===== src/rtl/decode_ctrl_unit.sv =====
// rtl/decode_ctrl_unit.sv - decode-stage instruction register, control decoder and Tuse generator
module decode_ctrl_unit #(
  parameter logic [31:0] NOP_WORD = 32'h0000_0000
) (
  input  logic        clk,
  input  logic        reset,
  input  logic        stall,
  input  logic        flush,
  input  logic        kill,
  input  logic [31:0] instr_in,
  output logic [31:0] IRO,
  output logic        regDst,
  output logic        reg31,
  output logic        siExt,
  output logic        shift2,
  output logic        regWrite,
  output logic        ALUSrc1,
  output logic        ALUSrc2,
  output logic        regIn,
  output logic        memWrite,
  output logic        branch,
  output logic        j,
  output logic        jr,
  output logic        jl,
  output logic        md,
  output logic        eret,
  output logic [4:0]  ALUOP,
  output logic [3:0]  no,
  output logic [3:0]  tuse,
  output logic [4:0]  needreg1,
  output logic [4:0]  needreg2
);

  localparam int C_REGDST = 14, C_REG31 = 13, C_SIEXT = 12, C_SHIFT2 = 11, C_REGWRITE = 10;
  localparam int C_ALUSRC1 = 9, C_ALUSRC2 = 8, C_REGIN = 7, C_MEMWRITE = 6, C_BRANCH = 5;
  localparam int C_J = 4, C_JR = 3, C_JL = 2, C_MD = 1, C_ERET = 0;

  localparam logic [4:0] ALU_ADD = 5'd0, ALU_SUB = 5'd1, ALU_OR = 5'd2, ALU_AND = 5'd3;
  localparam logic [4:0] ALU_SLT = 5'd4, ALU_SLL = 5'd5, ALU_LUI = 5'd6;

  logic [31:0] ir;
  logic [5:0]  op;
  logic [5:0]  funct;
  logic [4:0]  rs;
  logic [4:0]  rt;
  logic [14:0] ctl;
  logic [4:0]  alu;
  logic        ri;
  logic [1:0]  rs_t;
  logic [1:0]  rt_t;

  always_ff @(posedge clk) begin
    if (reset || flush) begin
      ir <= NOP_WORD;
    end else if (!stall) begin
      ir <= instr_in;
    end
  end

  assign IRO   = ir;
  assign op    = ir[31:26];
  assign funct = ir[5:0];
  assign rs    = ir[25:21];
  assign rt    = ir[20:16];

  always_comb begin
    ctl  = '0;
    alu  = ALU_ADD;
    ri   = 1'b0;
    rs_t = 2'd3;
    rt_t = 2'd3;
    case (op)
      6'h00: begin
        case (funct)
          6'h21, 6'h23, 6'h24, 6'h25, 6'h2a: begin
            ctl[C_REGDST]   = 1'b1;
            ctl[C_REGWRITE] = 1'b1;
            rs_t = 2'd1;
            rt_t = 2'd1;
            case (funct)
              6'h23:   alu = ALU_SUB;
              6'h24:   alu = ALU_AND;
              6'h25:   alu = ALU_OR;
              6'h2a:   alu = ALU_SLT;
              default: alu = ALU_ADD;
            endcase
          end
          6'h00: begin
            // the all-zero word is the pipeline bubble and must decode to nothing at all
            if (ir != 32'h0) begin
              ctl[C_REGDST]   = 1'b1;
              ctl[C_REGWRITE] = 1'b1;
              ctl[C_ALUSRC1]  = 1'b1;
              alu  = ALU_SLL;
              rt_t = 2'd1;
            end
          end
          6'h08: begin
            ctl[C_JR] = 1'b1;
            rs_t = 2'd0;
          end
          6'h18, 6'h1a: begin
            ctl[C_MD] = 1'b1;
            rs_t = 2'd1;
            rt_t = 2'd1;
          end
          6'h10, 6'h12: begin
            ctl[C_MD]       = 1'b1;
            ctl[C_REGDST]   = 1'b1;
            ctl[C_REGWRITE] = 1'b1;
          end
          6'h11, 6'h13: begin
            ctl[C_MD] = 1'b1;
            rs_t = 2'd1;
          end
          default: ri = 1'b1;
        endcase
      end
      6'h09: begin
        ctl[C_REGWRITE] = 1'b1;
        ctl[C_SIEXT]    = 1'b1;
        ctl[C_ALUSRC2]  = 1'b1;
        rs_t = 2'd1;
      end
      6'h0d: begin
        ctl[C_REGWRITE] = 1'b1;
        ctl[C_ALUSRC2]  = 1'b1;
        alu  = ALU_OR;
        rs_t = 2'd1;
      end
      6'h0f: begin
        ctl[C_REGWRITE] = 1'b1;
        ctl[C_SHIFT2]   = 1'b1;
        ctl[C_ALUSRC2]  = 1'b1;
        alu = ALU_LUI;
      end
      6'h23: begin
        ctl[C_REGWRITE] = 1'b1;
        ctl[C_SIEXT]    = 1'b1;
        ctl[C_ALUSRC2]  = 1'b1;
        ctl[C_REGIN]    = 1'b1;
        rs_t = 2'd1;
      end
      6'h2b: begin
        ctl[C_SIEXT]    = 1'b1;
        ctl[C_ALUSRC2]  = 1'b1;
        ctl[C_MEMWRITE] = 1'b1;
        rs_t = 2'd1;
        rt_t = 2'd2;
      end
      6'h04: begin
        ctl[C_SIEXT]  = 1'b1;
        ctl[C_BRANCH] = 1'b1;
        alu  = ALU_SUB;
        rs_t = 2'd0;
        rt_t = 2'd0;
      end
      6'h02: ctl[C_J] = 1'b1;
      6'h03: begin
        ctl[C_J]        = 1'b1;
        ctl[C_JL]       = 1'b1;
        ctl[C_REG31]    = 1'b1;
        ctl[C_REGWRITE] = 1'b1;
      end
      6'h10: begin
        // COP0: eret is keyed on funct, mfc0/mtc0 on the rs field
        if (funct == 6'h18) begin
          ctl[C_ERET] = 1'b1;
        end else if (rs == 5'd0) begin
          ctl[C_REGWRITE] = 1'b1;
        end else if (rs == 5'd4) begin
          rt_t = 2'd2;
        end else begin
          ri = 1'b1;
        end
      end
      default: ri = 1'b1;
    endcase
  end

  assign {regDst, reg31, siExt, shift2, regWrite, ALUSrc1, ALUSrc2, regIn,
          memWrite, branch, j, jr, jl, md, eret} = kill ? 15'h0 : ctl;
  assign ALUOP    = kill ? 5'd0 : alu;
  assign no       = (kill || !ri) ? 4'd0 : 4'd10;
  assign tuse     = {rt_t, rs_t};
  assign needreg1 = (rs_t != 2'd3) ? rs : 5'd0;
  assign needreg2 = (rt_t != 2'd3) ? rt : 5'd0;

endmodule


===== config.mk =====
export PLATFORM = sky130hd
export DESIGN_NAME = decode_ctrl_unit
export DESIGN_NICKNAME = d
export VERILOG_FILES = /design/src/rtl/decode_ctrl_unit.sv
export SDC_FILE = /design/constraint.sdc
export NUM_CORES = 1
export LEC_CHECK = 0
export CAP_MARGIN = 20
export CORE_ASPECT_RATIO = 1.5
export CORE_MARGIN = 5
export CORE_UTILIZATION = 36
export DETAILED_ROUTE_END_ITERATION = 16
export HOLD_SLACK_MARGIN = 0.03
export PLACE_DENSITY = 0.77
export SLEW_MARGIN = 20
export SYNTH_ARGS = -nofsm -noshare
export SYNTH_HDL_FRONTEND = slang
export SYNTH_SLANG_ARGS = --single-unit

===== constraint.sdc =====
create_clock -name clk -period 1.49 [get_ports clk]
set_input_delay 0.149 -clock clk [delete_from_list [all_inputs] [get_ports clk]]
set_output_delay 0.149 -clock clk [all_outputs]
set_load 0.1 [all_outputs]

==> flow_metrics.env, run 1 <==
export IMPL_finalSetupTns_ns=-26.08
export IMPL_coreArea_sq_um=5740
export IMPL_grt_max_degree=33
export IMPL_hold_viol=0
export IMPL_cp_data_required_time_ns=1.34
export IMPL_setup_viol=34
export IMPL_post_route_drc_count=0
export IMPL_maxSlewHeadroom_pct=55.8
export IMPL_die_w_um=72.3
export IMPL_grt_usage_pct=36.9
export IMPL_timing_final_max_slew_violations=0
export IMPL_async_reset_ff_share_pct=0
export IMPL_grt_pass1_wl_um=20600
export IMPL_run_status="finished, violations left"
export IMPL_gp_congestion=0.886
export IMPL_reg2reg_from="IRO[29]"
export IMPL_r2r_slack_ns=0.29
export IMPL_critPathArrivalTime_ns=2.44
export IMPL_clkTransAtPathRegs_ns=0.08
export IMPL_ys_types=47
export IMPL_whs_ns=0.456
export IMPL_register_area_sq_um=731
export IMPL_cts_hold_buf=0
export IMPL_drive_gt1_share_pct=66.4
export IMPL_start_kind="flip-flop"
export IMPL_fin_skew_ns=0
export IMPL_hp_class="primary input to flip-flop"
export IMPL_rows=34
export IMPL_hpwl_um=7810
export IMPL_antenna_found_initial=0
export IMPL_num_io_pins=107
export IMPL_drt_initial_drc_count=520
export IMPL_ys_seq_area_share_pct=30.5
export IMPL_syn_area_sq_um=2100
export IMPL_rr_worst_depth=4
export IMPL_wl_um=17600
export IMPL_drt_pass1_iter_count=6
export IMPL_syn_avg_cell_area_sq_um=8.07
export IMPL_nFillCells=82
export IMPL_ys_flop_type="dfxtp_1"
export IMPL_final_cell_area_sq_um=5600
export IMPL_wire_per_inst_um=32.5
export IMPL_p_leak_nw=2.37
export IMPL_dieArea_sq_um=7480
export IMPL_cp_end_kind="output port"
export IMPL_ys_ff_latch=32
export IMPL_clock_sinks=32
export IMPL_netlist_area_leader_share_pct=30.5
export IMPL_max_stage_delay_ns=0.53
export IMPL_tritoncts="done"
export IMPL_final_nets=506
export IMPL_multi_input_area_sq_um=1890
export IMPL_synth_edf_count=0
export IMPL_fmax_mhz=386
export IMPL_crit_fanout=3
export IMPL_clk_latency_ns=0.30
export IMPL_power_mw=3.65
export IMPL_ys_top_cells_by_area="dfxtp_1, mux2i_1, nor2_1"
export IMPL_n_antenna_cell=0
export IMPL_utilization_pct=97.5
export IMPL_overflow=0
export IMPL_crit_start="IRO[9]"
export IMPL_critPathCapture="tuse[3]"
export IMPL_rsz0062_at_grt="true"
export IMPL_synth_top_area_cell="dfxtp_1"
export IMPL_place_area_sq_um=4960
export IMPL_htree_levels=2
export IMPL_dp_cells=506
export IMPL_yosysMostFrequentCell="nor2_1"
export IMPL_drv_cap=0
export IMPL_root_buffer="clkbuf_8"
export IMPL_power_density_nw_per_um2=652
export IMPL_fin_crit_sh_pct=174
export IMPL_io_buffers=102
export IMPL_irDropWorstVdd_mv=0.829
export IMPL_ant_nets=0
export IMPL_via_per_inst=6.49
export IMPL_synthToLayoutAreaGrowth_pct=167
export IMPL_clk_path_buf_depth=2
export IMPL_reg2reg_to="IRO[29]"
export IMPL_tightest_slew_ns=0.661
export IMPL_worstPathCellList="nor4_1 -> buf_4 -> nand2_1 -> nand4b_1 -> nand3b_4 -> a21boi_4 -> buf_12"
export IMPL_cts_buffers=5
export IMPL_fin_cells=542
export IMPL_syn_inst=260
export IMPL_largest_reg_flops=32
export IMPL_vias=3518
export IMPL_layout_setup_ws_ns=-1.10
export IMPL_die_h_um=103
export IMPL_grt_pass1_vias=3484
export IMPL_ys_warnings_count=0
export IMPL_preCtsSetupSlack_ns=-0.694
export IMPL_ys_top_cells_by_count="nor2_1, mux2i_1, dfxtp_1, buf_2, nand2_1"
export IMPL_crit_slowest_cell="nor4_1"
export IMPL_layout_min_cycle_time_ns=2.59
export IMPL_start_util_pct=36.5
export IMPL_violations="negative setup slack"
export IMPL_critical_path_class="flip-flop to output port"
worst max-delay path, delay by kind of cell (launching register included):
kind,cells,cell delay (ns)
AND/OR/NAND/NOR,4,1.15
flip-flops,1,0.35
AO/OA/AOI/OAI,1,0.22
buffers and inverters,2,0.42
worst min path at each step:
| stage | startpoint | end | depth (start not counted) |
|---|---|---|---|
| after floorplan | instr_in[0] | IRO[0] | 2 |
| after global placement | IRO[11] | IRO[11] | 3 |
| after detailed placement | IRO[7] | IRO[7] | 3 |
| after CTS | stall | IRO[2] | 4 |
| after global routing | stall | IRO[5] | 4 |
| final | stall | IRO[1] | 4 |
metal layers:
metal	share of wire, %	vias to the layer above	global-route usage [%]	wire length (um)
met5	0	-	0	0
met4	11	0	23.2	1970
met3	11	166	6.67	1890
met2	49	399	69.0	8570
met1	29	1633	37.1	5160
li1	-	1320	-	-
cells by family after synthesis:
family / synth area share, %
other: 0.179
AO/OA/AOI/OAI: 13.5
AND/OR/NAND/NOR: 32.5
buffers and inverters: 7.52
flip-flops: 30.5
multiplexers: 15.8
layout make-up:
| cell class | instances | area share [%] |
|---|---|---|
| multi-input cells | 200 | 33.7 |
| flip-flops and latches | 32 | 13.1 |
| clock inverters | 1 | 0.0894 |
| inverters | 4 | 0.313 |
| repair buffers | 226 | 49.8 |
| clock buffers | 7 | 1.36 |
| well taps | 72 | 1.61 |
cells in the final DEF (no fill, tap or decap), drive strengths merged, types with 2 or more instances in the layout:
master         synthesis  routed
nor2                  47      47
o22ai                  2       2
mux2i                 33      33
nor3b                  3       3
and2                   6       6
and3                   2       2
or4                    3       3
nand3                  4       4
clkbuf                 6       8
a21boi                 6       6
or3                    2       2
nor3                   6       6
dfxtp                 32      32
buf                   21     190
or2                    3       3
conb                   1       4
a31oi                  3       3
nand4                  3       3
a21oi                 11      11
nand2                 15      15
nand3b                 6       6
nor4                   7       7
o21ai                  6       6
nand2b                 6       6
nor2b                  5       5
a211oi                 5       5
clkdlybuf4s50          0      35
inv                    4       4
where the power goes:
group / switching (mW) / internal (mW)
Clock: 0.371 / 0.329
Sequential: 0.0482 / 0.863
Combinational: 1.22 / 0.822
repair_timing:
action                                  in CTS  in global routing
buffers inserted                            16                 15
hold endpoints to repair                     0                  0
gates resized for setup                     44                 33
endpoints found under the setup margin      34                 34
gates cloned                                 0                  1
pin swaps                                   27                 20
Note: power is estimated with default switching activity, not from simulation.
==> run 2, diff against run 1 <==
--- a/config.mk
+++ b/config.mk
@@ -12,7 +12,6 @@
 export DETAILED_ROUTE_END_ITERATION = 16
 export HOLD_SLACK_MARGIN = 0.03
 export PLACE_DENSITY = 0.77
-export SLEW_MARGIN = 20
 export SYNTH_ARGS = -nofsm -noshare
 export SYNTH_HDL_FRONTEND = slang
 export SYNTH_SLANG_ARGS = --single-unit
==> results of run 2 <==
Final layout, timing and power as in run 1 (identical DEF).
==> run 3, diff against run 2 <==
--- a/config.mk
+++ b/config.mk
@@ -5,13 +5,14 @@
 export SDC_FILE = /design/constraint.sdc
 export NUM_CORES = 1
 export LEC_CHECK = 0
+export ABC_AREA = 1
 export CAP_MARGIN = 20
 export CORE_ASPECT_RATIO = 1.5
 export CORE_MARGIN = 5
-export CORE_UTILIZATION = 36
+export CORE_UTILIZATION = 34
 export DETAILED_ROUTE_END_ITERATION = 16
 export HOLD_SLACK_MARGIN = 0.03
-export PLACE_DENSITY = 0.77
+export PLACE_DENSITY = 0.76
 export SYNTH_ARGS = -nofsm -noshare
 export SYNTH_HDL_FRONTEND = slang
 export SYNTH_SLANG_ARGS = --single-unit
==> constraint.sdc (replaced) <==
create_clock -name clk -period 1.49 [get_ports clk]
set_input_delay 0.298 -clock clk [delete_from_list [all_inputs] [get_ports clk]]
set_output_delay 0.298 -clock clk [all_outputs]
set_load 0.1 [all_outputs]
==> run 3 against run 2 <==
The run now fails in clock tree synthesis (4_1_cts). Synthesized cell count is 11% higher. Area after synthesis is 13% lower.
==> flow_metrics.env, run 3 <==
export IMPL_io_buffers=102
export IMPL_synth_top_area_cell="dfxtp_1"
export IMPL_async_reset_ff_share_pct=0
export IMPL_htree_levels=2
export IMPL_num_io_pins=107
export IMPL_cts_resized=89
export IMPL_cts_hold_buf=0
export IMPL_ys_top_cells_by_area="dfxtp_1, nand2_1, nor2_1"
export IMPL_ys_seq_area_share_pct=34.9
export IMPL_dp_cells=530
export IMPL_synth_top_family_by_area="simple AND/OR/NAND/NOR gates"
export IMPL_yosysMostFrequentCell="nand2_1"
export IMPL_die_w_um=70.0
export IMPL_ys_top_cells_by_count="nand2_1, nor2_1, dfxtp_1, inv_1, a21oi_1"
export IMPL_syn_area_sq_um=1830
export IMPL_synth_xor_area_share_pct=0
export IMPL_syn_inst=288
export IMPL_clk_path_buf_depth=2
export IMPL_ys_warnings_count=0
export IMPL_gp_congestion=0.936
export IMPL_syn_avg_cell_area_sq_um=6.37
export IMPL_run_status="aborted with a tool error"
export IMPL_hpwl_um=8540
export IMPL_ys_types=30
export IMPL_error_message="[ERROR DPL-0033] detailed placement checks failed during check placement."
export IMPL_root_buffer="clkbuf_8"
export IMPL_clock_sinks=32
export IMPL_ys_flop_type="dfxtp_1"
export IMPL_cts_buffers=5
export IMPL_die_h_um=100
export IMPL_rows=32
export IMPL_yosys_area_share_adder_pct=0
export IMPL_netlist_area_leader_share_pct=34.9
export IMPL_start_util_pct=35.2
export IMPL_ys_ff_latch=32
export IMPL_lastStage="clock tree synthesis (4_1_cts)"
export IMPL_synth_edf_count=0
export IMPL_synth_compound_area_share_pct=15.8
export IMPL_synth_mux_area_share_pct=0
export IMPL_synthSimpleGateAreaFrac_pct=37.9
export IMPL_cts_setup_buffers=10
## run 3: logic make-up after synthesis
family,count (synthesis)
flip-flops,32
other,1
AO/OA/AOI/OAI,46
AND/OR/NAND/NOR,161
buffers and inverters,48
## run 3: stage by stage
step | setup slack (ns) | area (sq um) | TNS (ns)
after global placement | -0.334 | 4710 | -8.63
after detailed placement | -0.444 | 4710 | -11.63
after floorplan | -0.974 | 2330 | -21.09
==> run 4, diff against run 3 <==
--- a/config.mk
+++ b/config.mk
@@ -7,12 +7,10 @@
 export LEC_CHECK = 0
 export ABC_AREA = 1
 export CAP_MARGIN = 20
-export CORE_ASPECT_RATIO = 1.5
 export CORE_MARGIN = 5
-export CORE_UTILIZATION = 34
+export CORE_UTILIZATION = 38
 export DETAILED_ROUTE_END_ITERATION = 16
-export HOLD_SLACK_MARGIN = 0.03
-export PLACE_DENSITY = 0.76
+export PLACE_DENSITY_LB_ADDON = 0.15
 export SYNTH_ARGS = -nofsm -noshare
 export SYNTH_HDL_FRONTEND = slang
 export SYNTH_SLANG_ARGS = --single-unit
==> constraint.sdc (replaced) <==
create_clock -name clk -period 1.9 [get_ports clk]
set_input_delay 0.38 -clock clk [delete_from_list [all_inputs] [get_ports clk]]
set_output_delay 0.38 -clock clk [all_outputs]
set_load 0.1 [all_outputs]
==> run 4 against run 3 <==
The flow now finishes, with violations (negative setup slack). Synthesized cell count stayed put. Area after synthesis stayed put.
==> flow_metrics.env, run 4 <==
export IMPL_p_leak_nw=1.85
export IMPL_preCtsSetupSlack_ns=-0.0869
export IMPL_cp_end_kind="output port"
export IMPL_clkTransAtPathRegs_ns=0.07
export IMPL_fmax_mhz=405
export IMPL_p_sw_mw=1.36
export IMPL_largest_reg_flops=32
export IMPL_synth_top_area_cell="dfxtp_1"
export IMPL_p_clk_share_pct=19.7
export IMPL_final_cell_area_sq_um=4580
export IMPL_rows=25
export IMPL_die_h_um=79.5
export IMPL_irDropWorstVdd_mv=0.702
export IMPL_netlist_area_leader_share_pct=34.9
export IMPL_ys_top_cells_by_area="dfxtp_1, nand2_1, nor2_1"
export IMPL_critical_path_class="flip-flop to output port"
export IMPL_fin_crit_sh_pct=130
export IMPL_ys_warnings_count=0
export IMPL_layout_common_cells="buf_4, buf_12, nand2_1, clkdlybuf4s50_1"
export IMPL_syn_avg_cell_area_sq_um=6.37
export IMPL_root_buffer="clkbuf_8"
export IMPL_finalSetupTns_ns=-12.34
export IMPL_start_kind="flip-flop"
export IMPL_grt_pass1_vias=2824
export IMPL_post_route_drc_count=0
export IMPL_gp_congestion=0.853
export IMPL_dp_cells=477
export IMPL_num_io_pins=107
export IMPL_sw_frac_of_total_pct=48.8
export IMPL_utilization_pct=97.7
export IMPL_synth_edf_count=0
export IMPL_timing_final_max_slew_violations=0
export IMPL_place_area_sq_um=4100
export IMPL_synthToLayoutAreaGrowth_pct=150
export IMPL_fin_skew_ns=0
export IMPL_overflow=0
export IMPL_maxSlewHeadroom_pct=54.6
export IMPL_ys_types=30
export IMPL_cp_data_required_time_ns=1.52
export IMPL_hpwl_um=6060
export IMPL_grt_max_degree=33
export IMPL_dieArea_sq_um=6320
export IMPL_htree_levels=2
export IMPL_setup_viol=34
export IMPL_clk_latency_ns=0.31
export IMPL_tritoncts="done"
export IMPL_rsz0062_at_grt="true"
export IMPL_ys_top_cells_by_count="nand2_1, nor2_1, dfxtp_1, inv_1, a21oi_1"
export IMPL_cts_buffers=5
export IMPL_critPathArrivalTime_ns=2.09
export IMPL_final_nets=478
export IMPL_yosysMostFrequentCell="nand2_1"
export IMPL_grt_pass1_wl_um=14300
export IMPL_tightest_slew_ns=0.680
export IMPL_n_antenna_cell=0
export IMPL_layout_setup_ws_ns=-0.571
export IMPL_io_buffers=102
export IMPL_violations="negative setup slack"
export IMPL_via_per_inst=6.50
export IMPL_ys_flop_type="dfxtp_1"
export IMPL_hold_viol=0
export IMPL_drv_cap=0
export IMPL_coreArea_sq_um=4690
export IMPL_vias=3219
export IMPL_crit_fanout=4
export IMPL_grt_usage_pct=29.5
export IMPL_syn_area_sq_um=1830
export IMPL_die_w_um=79.5
export IMPL_seqPwrFrac_pct=25.5
export IMPL_internal_power_mw=1.43
export IMPL_run_status="finished, violations left"
export IMPL_antenna_found_initial=0
export IMPL_clk_path_buf_depth=2
export IMPL_ant_nets=0
export IMPL_power_density_nw_per_um2=610
export IMPL_drt_initial_drc_count=439
export IMPL_fin_cells=495
export IMPL_wire_per_inst_um=27.1
export IMPL_drive_gt1_share_pct=60.5
export IMPL_syn_inst=288
export IMPL_cts_hold_buf=0
export IMPL_ys_seq_area_share_pct=34.9
export IMPL_async_reset_ff_share_pct=0
export IMPL_layout_min_cycle_time_ns=2.47
export IMPL_nFillCells=68
export IMPL_drt_pass1_iter_count=6
export IMPL_clock_sinks=32
export IMPL_layout_commonest_cell="buf_4"
export IMPL_p_comb_share_pct=54.8
export IMPL_wl_um=13400
export IMPL_start_util_pct=39.1
export IMPL_hp_class="flip-flop to flip-flop"
export IMPL_ys_ff_latch=32
run 4: cell counts after synthesis:
Identical to the previous run, type by type.
run 4: cell families after synthesis:
kind of cell | share of synthesized area, %
other | 0.204
buffers and inverters | 11.2
and+or+nand+nor | 37.9
DFF | 34.9
AOI/OAI and AO/OA | 15.8
run 4: power by group through the flow:
| stage | combinational, mW | sequential, mW | clock, mW |
|---|---|---|---|
| 3_5_place_dp | 1.30 | 0.715 | 0 |
| 2_1_floorplan | 0.651 | 0.890 | 0 |
| 6_report | 1.53 | 0.712 | 0.550 |
| 3_3_place_gp | 1.28 | 0.713 | 0 |
| 4_1_cts | 1.34 | 0.701 | 0.495 |
| 5_1_grt | 1.56 | 0.713 | 0.566 |
run 4: critical path, cell delays in order (launching register included):
cell     delay [ns]
dfxtp_4        0.37
nor2_1         0.21
nand3_1        0.16
nor2_1         0.30
nand3_4        0.15
nand2_4        0.11
nand2_1        0.10
nand2_2        0.14
o21ai_4        0.09
buf_12         0.17
run 4: per-stage QoR:
| step | hold WS, ns | power, mW |
|---|---|---|
| 4_1_cts | 0.495 | 2.54 |
| 3_3_place_gp | 0.475 | 2.00 |
| 2_1_floorplan | 0.514 | 1.54 |
| 3_5_place_dp | 0.485 | 2.02 |
| 6_report | 0.524 | 2.80 |
| 5_1_grt | 0.540 | 2.83 |
run 4: what timing repair did:
action,4_1_cts,5_1_grt
buffers inserted,8,8
cloned,0,0
pin swaps,20,30
resized for setup,30,54
endpoints found under the setup margin,30,32
run 4: path summary, 6_finish.rpt:
check | endpoint | from | cells past startpoint | slack [ns]
setup reg to reg | IRO[30] | IRO[30] | 4 | 0.86
hold / removal | IRO[8] | IRO[8] | 2 | 0.52
hold reg to reg | IRO[8] | IRO[8] | 2 | 0.52
setup / recovery | regWrite | IRO[17] | 9 | -0.57
run 4: final cells by class:
cell class / instances / area (sq um) / area share, %
tap: 54 / 67.6 / 1.47
timing repair buffer: 160 / 1920 / 42.0
clock buffer: 5 / 68.8 / 1.50
inverter: 31 / 130 / 2.84
multi-input combinational: 211 / 1620 / 35.4
clock inverter: 2 / 7.51 / 0.164
sequential: 32 / 761 / 16.6
run 4: per-layer routing:
metal	part of all wire, %	global-route usage, %
met1	32	29.1
met2	48	55.7
met3	11	8.01
met4	10	14.9
met5	0	0
